[config.mk]
export PLATFORM = sky130hd
export DESIGN_NAME = uart_rx_pkt_ctrl
export DESIGN_NICKNAME = d
export VERILOG_FILES = /design/src/rtl/uart_pkg.sv /design/src/rtl/uart_pkt_buf.sv /design/src/rtl/uart_rx_pkt_ctrl.sv
export SDC_FILE = /design/constraint.sdc
export NUM_CORES = 1
export LEC_CHECK = 0
export BUFFER_PORTS_ARGS = -buffer_cell sky130_fd_sc_hd__clkbuf_2
export CAP_MARGIN = 20
export CORE_ASPECT_RATIO = 1.1
export CORE_MARGIN = 4
export CORE_UTILIZATION = 38
export CTS_BUF_LIST = sky130_fd_sc_hd__clkbuf_2 sky130_fd_sc_hd__clkbuf_4 sky130_fd_sc_hd__clkbuf_8
export DETAILED_ROUTE_END_ITERATION = 7
export GPL_TIMING_DRIVEN = 1
export PLACE_DENSITY = 0.56
export REMOVE_ABC_BUFFERS = 1
export SLEW_MARGIN = 20
export SYNTH_ARGS = -nofsm -noshare
export SYNTH_HDL_FRONTEND = slang
export SYNTH_HIERARCHICAL = 1
export SYNTH_SLANG_ARGS = --single-unit
[constraint.sdc]
create_clock -name clk -period 8 [get_ports clk]
set_input_delay 0.4 -clock clk [delete_from_list [all_inputs] [get_ports clk]]
set_output_delay 0.4 -clock clk [all_outputs]
set_load 0.01 [all_outputs]
[src/rtl/uart_pkg.sv]
// Shared definitions for the UART receive packet path.
//   uart_pkt_state_t          : packet controller FSM states
//   UART_SOF_DEFAULT          : default start-of-frame byte
//   UART_PKT_MAX_LEN_DEFAULT  : default maximum payload length / buffer depth
package uart_pkg;

    typedef enum logic [2:0] {
        ST_HUNT    = 3'd0,
        ST_LEN     = 3'd1,
        ST_PAYLOAD = 3'd2,
        ST_CSUM    = 3'd3,
        ST_DRAIN   = 3'd4
    } uart_pkt_state_t;

    localparam logic [7:0]  UART_SOF_DEFAULT         = 8'h7E;
    localparam int unsigned UART_PKT_MAX_LEN_DEFAULT = 16;

endpackage

[src/rtl/uart_pkt_buf.sv]
// Payload buffer for the packet controller: DEPTH x 8 register array.
// Ports:
//   clk            : clock
//   we/waddr/wdata : single write port, written on the rising edge when we=1
//   raddr/rdata    : combinational read port
// Contents are not reset; the controller never reads a slot before writing it.
module uart_pkt_buf #(
    parameter int unsigned DEPTH = 16,
    parameter int unsigned AW    = 4
) (
    input  logic          clk,
    input  logic          we,
    input  logic [AW-1:0] waddr,
    input  logic [7:0]    wdata,
    input  logic [AW-1:0] raddr,
    output logic [7:0]    rdata
);

    logic [7:0] mem_q [DEPTH];

    always_ff @(posedge clk) begin
        if (we) begin
            mem_q[waddr] <= wdata;
        end
    end

    assign rdata = mem_q[raddr];

endmodule

[src/rtl/uart_rx_pkt_ctrl.sv]
// Packet controller behind the UART receiver. Assembles SOF, LEN, payload,
// checksum frames from the receiver's byte strobe, buffers and checks the
// payload, then streams it out over valid/ready. Bad frames are discarded
// and reported on single-cycle error pulses.
// Ports:
//   clk, rst_n              : clock, asynchronous active-low reset
//   rx_done, rx_data        : receiver byte flag (2 cycles high) and byte
//   out_valid/ready/data/last : payload stream to the consumer
//   err_len, err_csum, err_timeout, err_overrun : registered 1-cycle pulses
// Optional feature macro UART_RX_PKT_STATS_EN adds saturating 16-bit
// good_cnt (completed drains) and bad_cnt (error pulses) outputs.
//
// state      | meaning
// -----------+--------------------------------------------------
// ST_HUNT    | waiting for SOF, other bytes ignored
// ST_LEN     | SOF seen, waiting for LEN byte
// ST_PAYLOAD | collecting LEN payload bytes into the buffer
// ST_CSUM    | waiting for the checksum byte
// ST_DRAIN   | streaming the buffered payload to the consumer
module uart_rx_pkt_ctrl
    import uart_pkg::*;
#(
    parameter int unsigned MAX_LEN      = UART_PKT_MAX_LEN_DEFAULT,
    parameter logic [7:0]  SOF          = UART_SOF_DEFAULT,
    parameter int unsigned TIMEOUT_CLKS = 1000
) (
    input  logic        clk,
    input  logic        rst_n,
    input  logic        rx_done,
    input  logic [7:0]  rx_data,
    output logic        out_valid,
    input  logic        out_ready,
    output logic [7:0]  out_data,
    output logic        out_last,
    output logic        err_len,
    output logic        err_csum,
    output logic        err_timeout,
    output logic        err_overrun
`ifdef UART_RX_PKT_STATS_EN
    ,
    output logic [15:0] good_cnt,
    output logic [15:0] bad_cnt
`endif
);

    localparam int unsigned IDX_W = (MAX_LEN > 1) ? $clog2(MAX_LEN) : 1;
    localparam int unsigned CNT_W = $clog2(TIMEOUT_CLKS + 1);
    localparam logic [7:0]       MAX_LEN_B = 8'(MAX_LEN);
    localparam logic [CNT_W-1:0] IDLE_TC   = CNT_W'(TIMEOUT_CLKS);

    uart_pkt_state_t  state_q, state_d;
    logic             rx_done_q;
    logic [7:0]       len_q, len_d;
    logic [7:0]       csum_q, csum_d;
    logic [IDX_W-1:0] wr_idx_q, wr_idx_d;
    logic [IDX_W-1:0] rd_idx_q, rd_idx_d;
    logic [CNT_W-1:0] idle_q, idle_d;
    logic             err_len_q, err_len_d;
    logic             err_csum_q, err_csum_d;
    logic             err_timeout_q, err_timeout_d;
    logic             err_overrun_q, err_overrun_d;
    logic             drain_done;

    logic             stb;
    logic [7:0]       len_m1;
    logic             last_beat;
    logic             len_ok;
    logic             in_frame;
    logic             buf_we;
    logic [7:0]       buf_rdata;

    assign stb       = rx_done & ~rx_done_q;
    assign len_m1    = len_q - 8'd1;
    assign last_beat = (8'(rd_idx_q) == len_m1);
    assign len_ok    = (rx_data != 8'd0) && (rx_data <= MAX_LEN_B);
    assign in_frame  = (state_q == ST_LEN) || (state_q == ST_PAYLOAD) ||
                       (state_q == ST_CSUM);

    uart_pkt_buf #(
        .DEPTH (MAX_LEN),
        .AW    (IDX_W)
    ) u_buf (
        .clk   (clk),
        .we    (buf_we),
        .waddr (wr_idx_q),
        .wdata (rx_data),
        .raddr (rd_idx_q),
        .rdata (buf_rdata)
    );

    always_comb begin
        state_d       = state_q;
        len_d         = len_q;
        csum_d        = csum_q;
        wr_idx_d      = wr_idx_q;
        rd_idx_d      = rd_idx_q;
        idle_d        = '0;
        err_len_d     = 1'b0;
        err_csum_d    = 1'b0;
        err_timeout_d = 1'b0;
        err_overrun_d = 1'b0;
        drain_done    = 1'b0;
        buf_we        = 1'b0;

        unique case (state_q)
            ST_HUNT: begin
                if (stb && (rx_data == SOF)) begin
                    state_d = ST_LEN;
                end
            end
            ST_LEN: begin
                if (stb) begin
                    len_d = rx_data;
                    if (len_ok) begin
                        state_d  = ST_PAYLOAD;
                        wr_idx_d = '0;
                        csum_d   = rx_data;
                    end else begin
                        err_len_d = 1'b1;
                        state_d   = ST_HUNT;
                    end
                end
            end
            ST_PAYLOAD: begin
                if (stb) begin
                    buf_we = 1'b1;
                    csum_d = csum_q ^ rx_data;
                    if (8'(wr_idx_q) == len_m1) begin
                        state_d = ST_CSUM;
                    end else begin
                        wr_idx_d = wr_idx_q + IDX_W'(1);
                    end
                end
            end
            ST_CSUM: begin
                if (stb) begin
                    if (rx_data == csum_q) begin
                        state_d  = ST_DRAIN;
                        rd_idx_d = '0;
                    end else begin
                        err_csum_d = 1'b1;
                        state_d    = ST_HUNT;
                    end
                end
            end
            ST_DRAIN: begin
                if (out_ready && last_beat) begin
                    // Final handshake frees the controller this edge, so a
                    // coincident byte is treated as if we were already hunting.
                    drain_done = 1'b1;
                    state_d    = (stb && (rx_data == SOF)) ? ST_LEN : ST_HUNT;
                end else begin
                    if (out_ready) begin
                        rd_idx_d = rd_idx_q + IDX_W'(1);
                    end
                    err_overrun_d = stb;
                end
            end
            default: begin
                state_d = ST_HUNT;
            end
        endcase

        // A byte on the terminal-count edge wins: stb keeps idle_d at 0.
        if (in_frame && !stb) begin
            if (idle_q == IDLE_TC) begin
                err_timeout_d = 1'b1;
                state_d       = ST_HUNT;
            end else begin
                idle_d = idle_q + CNT_W'(1);
            end
        end
    end

    always_ff @(posedge clk or negedge rst_n) begin
        if (!rst_n) begin
            state_q       <= ST_HUNT;
            rx_done_q     <= 1'b0;
            len_q         <= '0;
            csum_q        <= '0;
            wr_idx_q      <= '0;
            rd_idx_q      <= '0;
            idle_q        <= '0;
            err_len_q     <= 1'b0;
            err_csum_q    <= 1'b0;
            err_timeout_q <= 1'b0;
            err_overrun_q <= 1'b0;
        end else begin
            state_q       <= state_d;
            rx_done_q     <= rx_done;
            len_q         <= len_d;
            csum_q        <= csum_d;
            wr_idx_q      <= wr_idx_d;
            rd_idx_q      <= rd_idx_d;
            idle_q        <= idle_d;
            err_len_q     <= err_len_d;
            err_csum_q    <= err_csum_d;
            err_timeout_q <= err_timeout_d;
            err_overrun_q <= err_overrun_d;
        end
    end

    assign out_valid   = (state_q == ST_DRAIN);
    assign out_data    = out_valid ? buf_rdata : 8'd0;
    assign out_last    = out_valid && last_beat;
    assign err_len     = err_len_q;
    assign err_csum    = err_csum_q;
    assign err_timeout = err_timeout_q;
    assign err_overrun = err_overrun_q;

`ifdef UART_RX_PKT_STATS_EN
    logic [15:0] good_cnt_q, good_cnt_d;
    logic [15:0] bad_cnt_q, bad_cnt_d;
    logic        any_err_d;

    assign any_err_d = err_len_d | err_csum_d | err_timeout_d | err_overrun_d;

    always_comb begin
        good_cnt_d = good_cnt_q;
        bad_cnt_d  = bad_cnt_q;
        if (drain_done && (good_cnt_q != 16'hFFFF)) begin
            good_cnt_d = good_cnt_q + 16'd1;
        end
        if (any_err_d && (bad_cnt_q != 16'hFFFF)) begin
            bad_cnt_d = bad_cnt_q + 16'd1;
        end
    end

    always_ff @(posedge clk or negedge rst_n) begin
        if (!rst_n) begin
            good_cnt_q <= '0;
            bad_cnt_q  <= '0;
        end else begin
            good_cnt_q <= good_cnt_d;
            bad_cnt_q  <= bad_cnt_d;
        end
    end

    assign good_cnt = good_cnt_q;
    assign bad_cnt  = bad_cnt_q;
`else
    logic unused_drain_done;
    assign unused_drain_done = drain_done;
`endif

endmodule

### After elaboration in Yosys (flattened, before gate mapping)

Memories as Yosys holds them, arrays and structs flattened.
Cells that the tools add are included.

| storage, ports and cells | value |
|---|---|
| register bits after elaboration | 42 |
| RAM bits | 128 |
| output and inout bits | 14 |
| memories | 1 |

| operators by class | value |
|---|---|
| add/subtract/negate cells | 4 |
| magnitude comparators | 1 |
| equal/unequal tests | 17 |
| muxes and demuxes | 43 |
| bitwise operators | 3 |
| reduce and logical (&&, ||, !) cells | 16 |

Memories:

| name | depth | bits a word | rd ports | clocked after Yosys merged registers in | write ports | line | RTL |
|---|---|---|---|---|---|---|---|
| u_buf.mem_q | 16 | 8 | 1 | 0 | 1 | uart_pkt_buf.sv:19 | `logic [7:0] mem_q [DEPTH];` |

Operators with widths:

| operator | count |
|---|---|
| 2-to-1 mux 4 bit | 8 |
| 2-to-1 mux 8 bit | 4 |
| 2-to-1 mux 3 bit | 9 |
| 2-to-1 mux 10 bit | 2 |
| == test 4 x 8 -> 1 bit | 2 |
| case mux 4 bit (2 select lines) | 2 |
| case mux 8 bit (2 select lines) | 1 |
| 2-to-1 mux 1 bit | 15 |
| case mux 3 bit (5 select lines) | 1 |
| != test 2 bit, second input constant | 6 |
| adder 10 x 1 -> 10 bit, second input constant | 1 |
| == test 10 bit, second input constant | 1 |
| AND reduction 5 bit | 2 |
| adder 4 x 1 -> 4 bit, second input constant | 2 |
| == test 8 x 7 -> 1 bit, second input constant | 1 |
| == test 8 bit | 1 |
| less-or-equal comparator 8 x 5 -> 1 bit, second input constant | 1 |
| nonzero test 8 bit | 1 |
| subtractor 8 x 1 -> 8 bit, second input constant | 1 |
| bitwise XOR 8 bit | 1 |
| == test 3 x 2 -> 1 bit, second input constant | 2 |
| logical AND 1 bit | 5 |
| != test 2 x 1 -> 1 bit, second input constant | 2 |
| AND reduction 4 bit | 1 |
| 10 further kinds | 12 |

### Logic depth before layout (Yosys ltp)

| depth | value |
|---|---|
| word-level depth | 8 |
| mapped depth | 9 |
| gate-level depth less buffers | 7 |

### Modules after synthesis

Netlist, hierarchy kept.

By module, submodules not included:

| module | times used | cells each | area each (µm²) | seq. area each (µm²) |
|---|---|---|---|---|
| uart_pkt_buf | 1 | 221 | 4987.3 | 3843.7 |
| uart_rx_pkt_ctrl | 1 | 239 | 2352.3 | 1051.0 |

### Worst setup path before layout

Ideal clock, no wire load.

| timing path | value |
|---|---|
| path type | input port to flip-flop |
| from | input port rx_done |
| to | memory u_buf.mem_q[0][0] (enable) |
| arrival time | 2.299 ns |
| data required time | 7.617 ns |
| setup slack | 5.317 ns |
| stages on the path | 6 |
| path buffers | 1 |
| path through | nor2b_1 > nand3_1 > inv_1 > clkbuf_1 > or3b_2 > nor3_1 |

| between the ends | value |
|---|---|
| cells in the longest elaborated chain, start to end | 5 |

RTL lines:

| item | line | RTL |
|---|---|---|
| start, declared | uart_rx_pkt_ctrl.sv:29 | `input logic rx_done,` |
| bitwise AND 1 bit | uart_rx_pkt_ctrl.sv:72 | `assign stb = rx_done & ~rx_done_q;` |
| 2-to-1 mux 1 bit | uart_rx_pkt_ctrl.sv:125 | `if (stb) begin` |
| 2-to-1 mux 1 bit | uart_rx_pkt_ctrl.sv:105 | `unique case (state_q)` |
| named net buf_we | uart_rx_pkt_ctrl.sv:69 | `logic buf_we;` |
| 2-to-1 mux 1 bit | uart_pkt_buf.sv:22 | `if (we) begin` |
| 2-to-1 mux 1 bit (implied by the code) | uart_pkt_buf.sv:23 | `mem_q[waddr] <= wdata;` |
| end, declared | uart_pkt_buf.sv:19 |  |

The timed path passes the listed nets, and every way through them passes these cells.

### Worst setup path in the final report

| timing path | value |
|---|---|
| from | register rd_idx_q[0] |
| to | output port out_data[2] |

| between the ends | value |
|---|---|
| cells in the longest elaborated chain, start to end | 2 |

RTL lines:

| item | line | RTL |
|---|---|---|
| start, declared | uart_rx_pkt_ctrl.sv:56 | `logic [IDX_W-1:0] rd_idx_q, rd_idx_d;` |
| start signal, assigned | uart_rx_pkt_ctrl.sv:194 | `rd_idx_q <= rd_idx_d;` |
| memory (16 x 8 bit) | - |  |
| named net buf_rdata[2] | uart_rx_pkt_ctrl.sv:70 | `logic [7:0] buf_rdata;` |
| 2-to-1 mux 8 bit | uart_rx_pkt_ctrl.sv:204 | `assign out_data = out_valid ? buf_rdata : 8'd0;` |
| end, declared | uart_rx_pkt_ctrl.sv:33 | `output logic [7:0] out_data,` |

The timed path passes the listed nets, and every way through them passes these cells.

==> results_dict.tcl <==
set metrics [dict create \
    run_status "finished clean" \
    synth_edf_count 128 \
    first_global_vias 4091 \
    syn_avg_cell_area_um2 16.0 \
    clk_latency_ps 460 \
    layout.filler_cells 1708 \
    worst_hold_slack_ps 76.5 \
    ioPinCount 26 \
    chipHeight_um 154 \
    ant_nets 0 \
    numPortBuffers 25 \
    post_cts.repair.setup_buffers 0 \
    floorplan.die.width_um 141 \
    final-max-slew-violation-count 0 \
    total_grt_overflow 0 \
    setup_violations 0 \
    drt_drc_violations_left 0 \
    cts.clk_slew.worst_paths_ps 90 \
    std_cell_rows 53 \
    ctsResizeCount 0 \
    finish.cell_count_without_fillers 748 \
    clock-sinks 170 \
    fp.dieArea_um2 21600 \
    hold_viol_final 0 \
    synth-main-ff-cell "edfxtp_1" \
    crit_fanout 31 \
    detail_route.first_pass.iterations 4 \
    cts_tree "built" \
    reg2reg_setup_slack_ps 5150 \
    timing.setup.tns_ps 0 \
    htreeDepth 4 \
    grt_antenna_before_repair 0 \
    grt_usage_pct 14.4 \
    cp-end-kind "output port" \
    syn_area_um2 7340 \
    worst_ep_arrival_ps 2780 \
    total_power_mw 1.61 \
    synth_sequential_area_ratio_pct 66.7 \
    min-delay-path-class "in2reg" \
    power.static_leakage_nw 2.89 \
    timing.final.crit_period_ps 3180 \
    critical-path-slowest-cell "mux4_1" \
    design_area_um2 8060 \
    cells_on_worst_reg2reg_path 5 \
    terminating_pin_of_the_worst_hold_path "rx_done_q$_DFF_PN0_" \
    synth_area_leaders "edfxtp_1, dfrtp_1, mux4_2" \
    worstPathBufferInverterCount 2 \
    most_instantiated_library_cell_after_synthesis "edfxtp_1" \
    rr_startpoint "state_q[2]$_DFF_PN0_" \
    totalWireLength_um 15100 \
    min_delay_path_depth 1 \
    critical_path_class "reg2out" \
    cp-start-kind "register" \
    gp_congestion 0.796 \
    placedCellCount 717 \
    rsz0062_at_grt "no" \
    synthesis.instances 460 \
    crit_required_ps 7600 \
    fraction_of_layout_instances_using_a_drive_strength_above_1_pct 19.4 \
    crit-reg2reg-capture "u_buf/mem_q[2][1]$_DFFE_PP_" \
    maxSlewHeadroom_pct 35.1 \
    grt_start_max_net_pins 43 \
    max_slew.worst_pin.slew_ps 973 \
    detailedRoute.firstIterationViolations 264 \
    pwrdens_nw_per_um2 199 \
    synth_async_sr_flop_share_pct 24.7 \
    yosys_warnings 6 \
    routedWlPerCell_um 20.2 \
    final_net_count 506 \
    start_util_pct 38.6 \
    chain_of_cells_forming_the_critical_path "buf_4 -> mux4_1 -> a22oi_1 -> nand2_1 -> and3_1 -> clkbuf_2" \
    critPathMaxStageDelay_ps 690 \
    setup_skew_ps 17.5 \
    design.core.area_um2 19000 \
    max-vdd-ir-drop_mv 0.0843 \
    synthDistinctLibCells 54 \
    max_clock_freq_mhz 314 \
    area.growth.synth_to_final_pct 9.80 \
    clockRootBuffer "clkbuf_8" \
    synth_top_area_share_pct 52.4 \
    dp_hpwl_um 9560 \
    max-cap-violations 0 \
    grt_first_pass_wirelength_um 23400 \
    antenna-diode-count 0 \
    detail_route.vias_per_cell 5.42 \
    max-clock-path-buffers 2 \
    detailroute.via_count 4057 \
    cts-buffers-inserted 17 \
    cpLargestDelayFamily "multiplexers" \
    synth_area_leader_cell "edfxtp_1" \
    postSynthRegisterBits 170 \
    synth_top_cells_by_count "edfxtp_1, dfrtp_1, nor2_1" \
    placed_area_um2 7680 \
    hold_buffers 0 \
    worstHoldStart "rx_done" \
    share_of_the_cycle_needed_by_the_critical_path_after_routing_pct 39.8 \
]
==> worst reg2reg max path, stage by stage, from the launching register on <==
cell,delay (ps)
dfrtp_1,580
nor2_1,180
nand3_1,140
inv_1,400
or3b_2,550
nor2_1,630
==> routing by layer <==
metal | vias up | GRT usage, % | part of all wire (%)
li1 | 1845 | - | -
met1 | 2111 | 19.7 | 45
met2 | 86 | 23.2 | 49
met3 | 15 | 3.48 | 4.8
met4 | 0 | 3.92 | 1.4
met5 | - | 0 | 0
==> final cells by class <==
| type | instances | area [µm²] | share of cell area, % |
|---|---|---|---|
| Sequential cell | 170 | 4900 | 60.8 |
| Multi-Input combinational cell | 259 | 2270 | 28.2 |
| Tap cell | 247 | 309 | 3.83 |
| Clock buffer | 17 | 234 | 2.90 |
| Timing Repair Buffer | 31 | 170 | 2.11 |
| Clock inverter | 14 | 138 | 1.71 |
| Inverter | 10 | 37.5 | 0.466 |
==> layout by cell type (no fill, tap or decap), types with 6 or more instances in the layout <==
cell type | synthesis | layout
clkbuf_2 | 0 | 24
buf_4 | 1 | 6
a22oi_1 | 16 | 16
edfxtp_1 | 128 | 128
nand2_1 | 32 | 32
a21oi_1 | 8 | 8
mux2_2 | 6 | 6
and3_1 | 14 | 14
mux4_2 | 18 | 18
nand3_1 | 10 | 10
nor2_1 | 33 | 33
nor3_1 | 9 | 8
xnor2_1 | 6 | 6
mux2i_1 | 8 | 8
clkbuf_8 | 0 | 17
xor2_1 | 21 | 21
inv_1 | 10 | 10
dfrtp_1 | 42 | 41
mux4_1 | 14 | 14
==> power breakdown <==
part / total (mW) / internal [mW] / switching (mW)
Combinational: 0.0718 / 0.0262 / 0.0457
Sequential: 0.967 / 0.956 / 0.0105
Clock: 0.569 / 0.250 / 0.318
Total: 1.61 / 1.23 / 0.374
==> stage by stage <==
step / utilization [%] / worst slack [ps]
floorplan: - / 5050
global placement: 40.4 / 5020
detailed placement: 40.4 / 4850
CTS: 42.3 / 4750
global route: 42.3 / 4620
finish: 42.3 / 4820
==> cell families (layout without fill, tap and decap cells) <==
kind of cell,after synthesis,count (layout),share of synthesized area [%]
compound gates,50,50,5.08
fa+ha+maj,5,5,0.852
buf+inv,31,72,2.39
mux,46,46,12.5
xor+xnor,28,28,3.44
flops,170,170,66.7
simple gates,130,130,9.00
==> worst max path at each step <==
stage | from | endpoint | cells after the start
after floorplan | rd_idx_q[0]$_DFFE_PN0P_ | out_last | 4
after global placement | rx_done | u_buf/mem_q[0][2]$_DFFE_PP_ | 6
after detailed placement | rx_done | u_buf/mem_q[0][3]$_DFFE_PP_ | 6
after CTS | rd_idx_q[0]$_DFFE_PN0P_ | out_data[2] | 6
after global routing | rd_idx_q[0]$_DFFE_PN0P_ | out_data[3] | 6
final | rd_idx_q[0]$_DFFE_PN0P_ | out_data[2] | 6
==> state kept, by name, summed over array words and instances, names as in the netlist <==
| register | flops |
|---|---|
| err_csum | 1 |
| len_q | 8 |
| err_timeout | 1 |
| rx_done_q | 1 |
| state_q | 3 |
| rd_idx_q | 4 |
| wr_idx_q | 4 |
| err_overrun | 1 |
| u_buf/mem_q | 128 |
| err_len | 1 |
| csum_q | 8 |
| idle_q | 10 |
No activity file was read; power rests on OpenSTA's default activity.
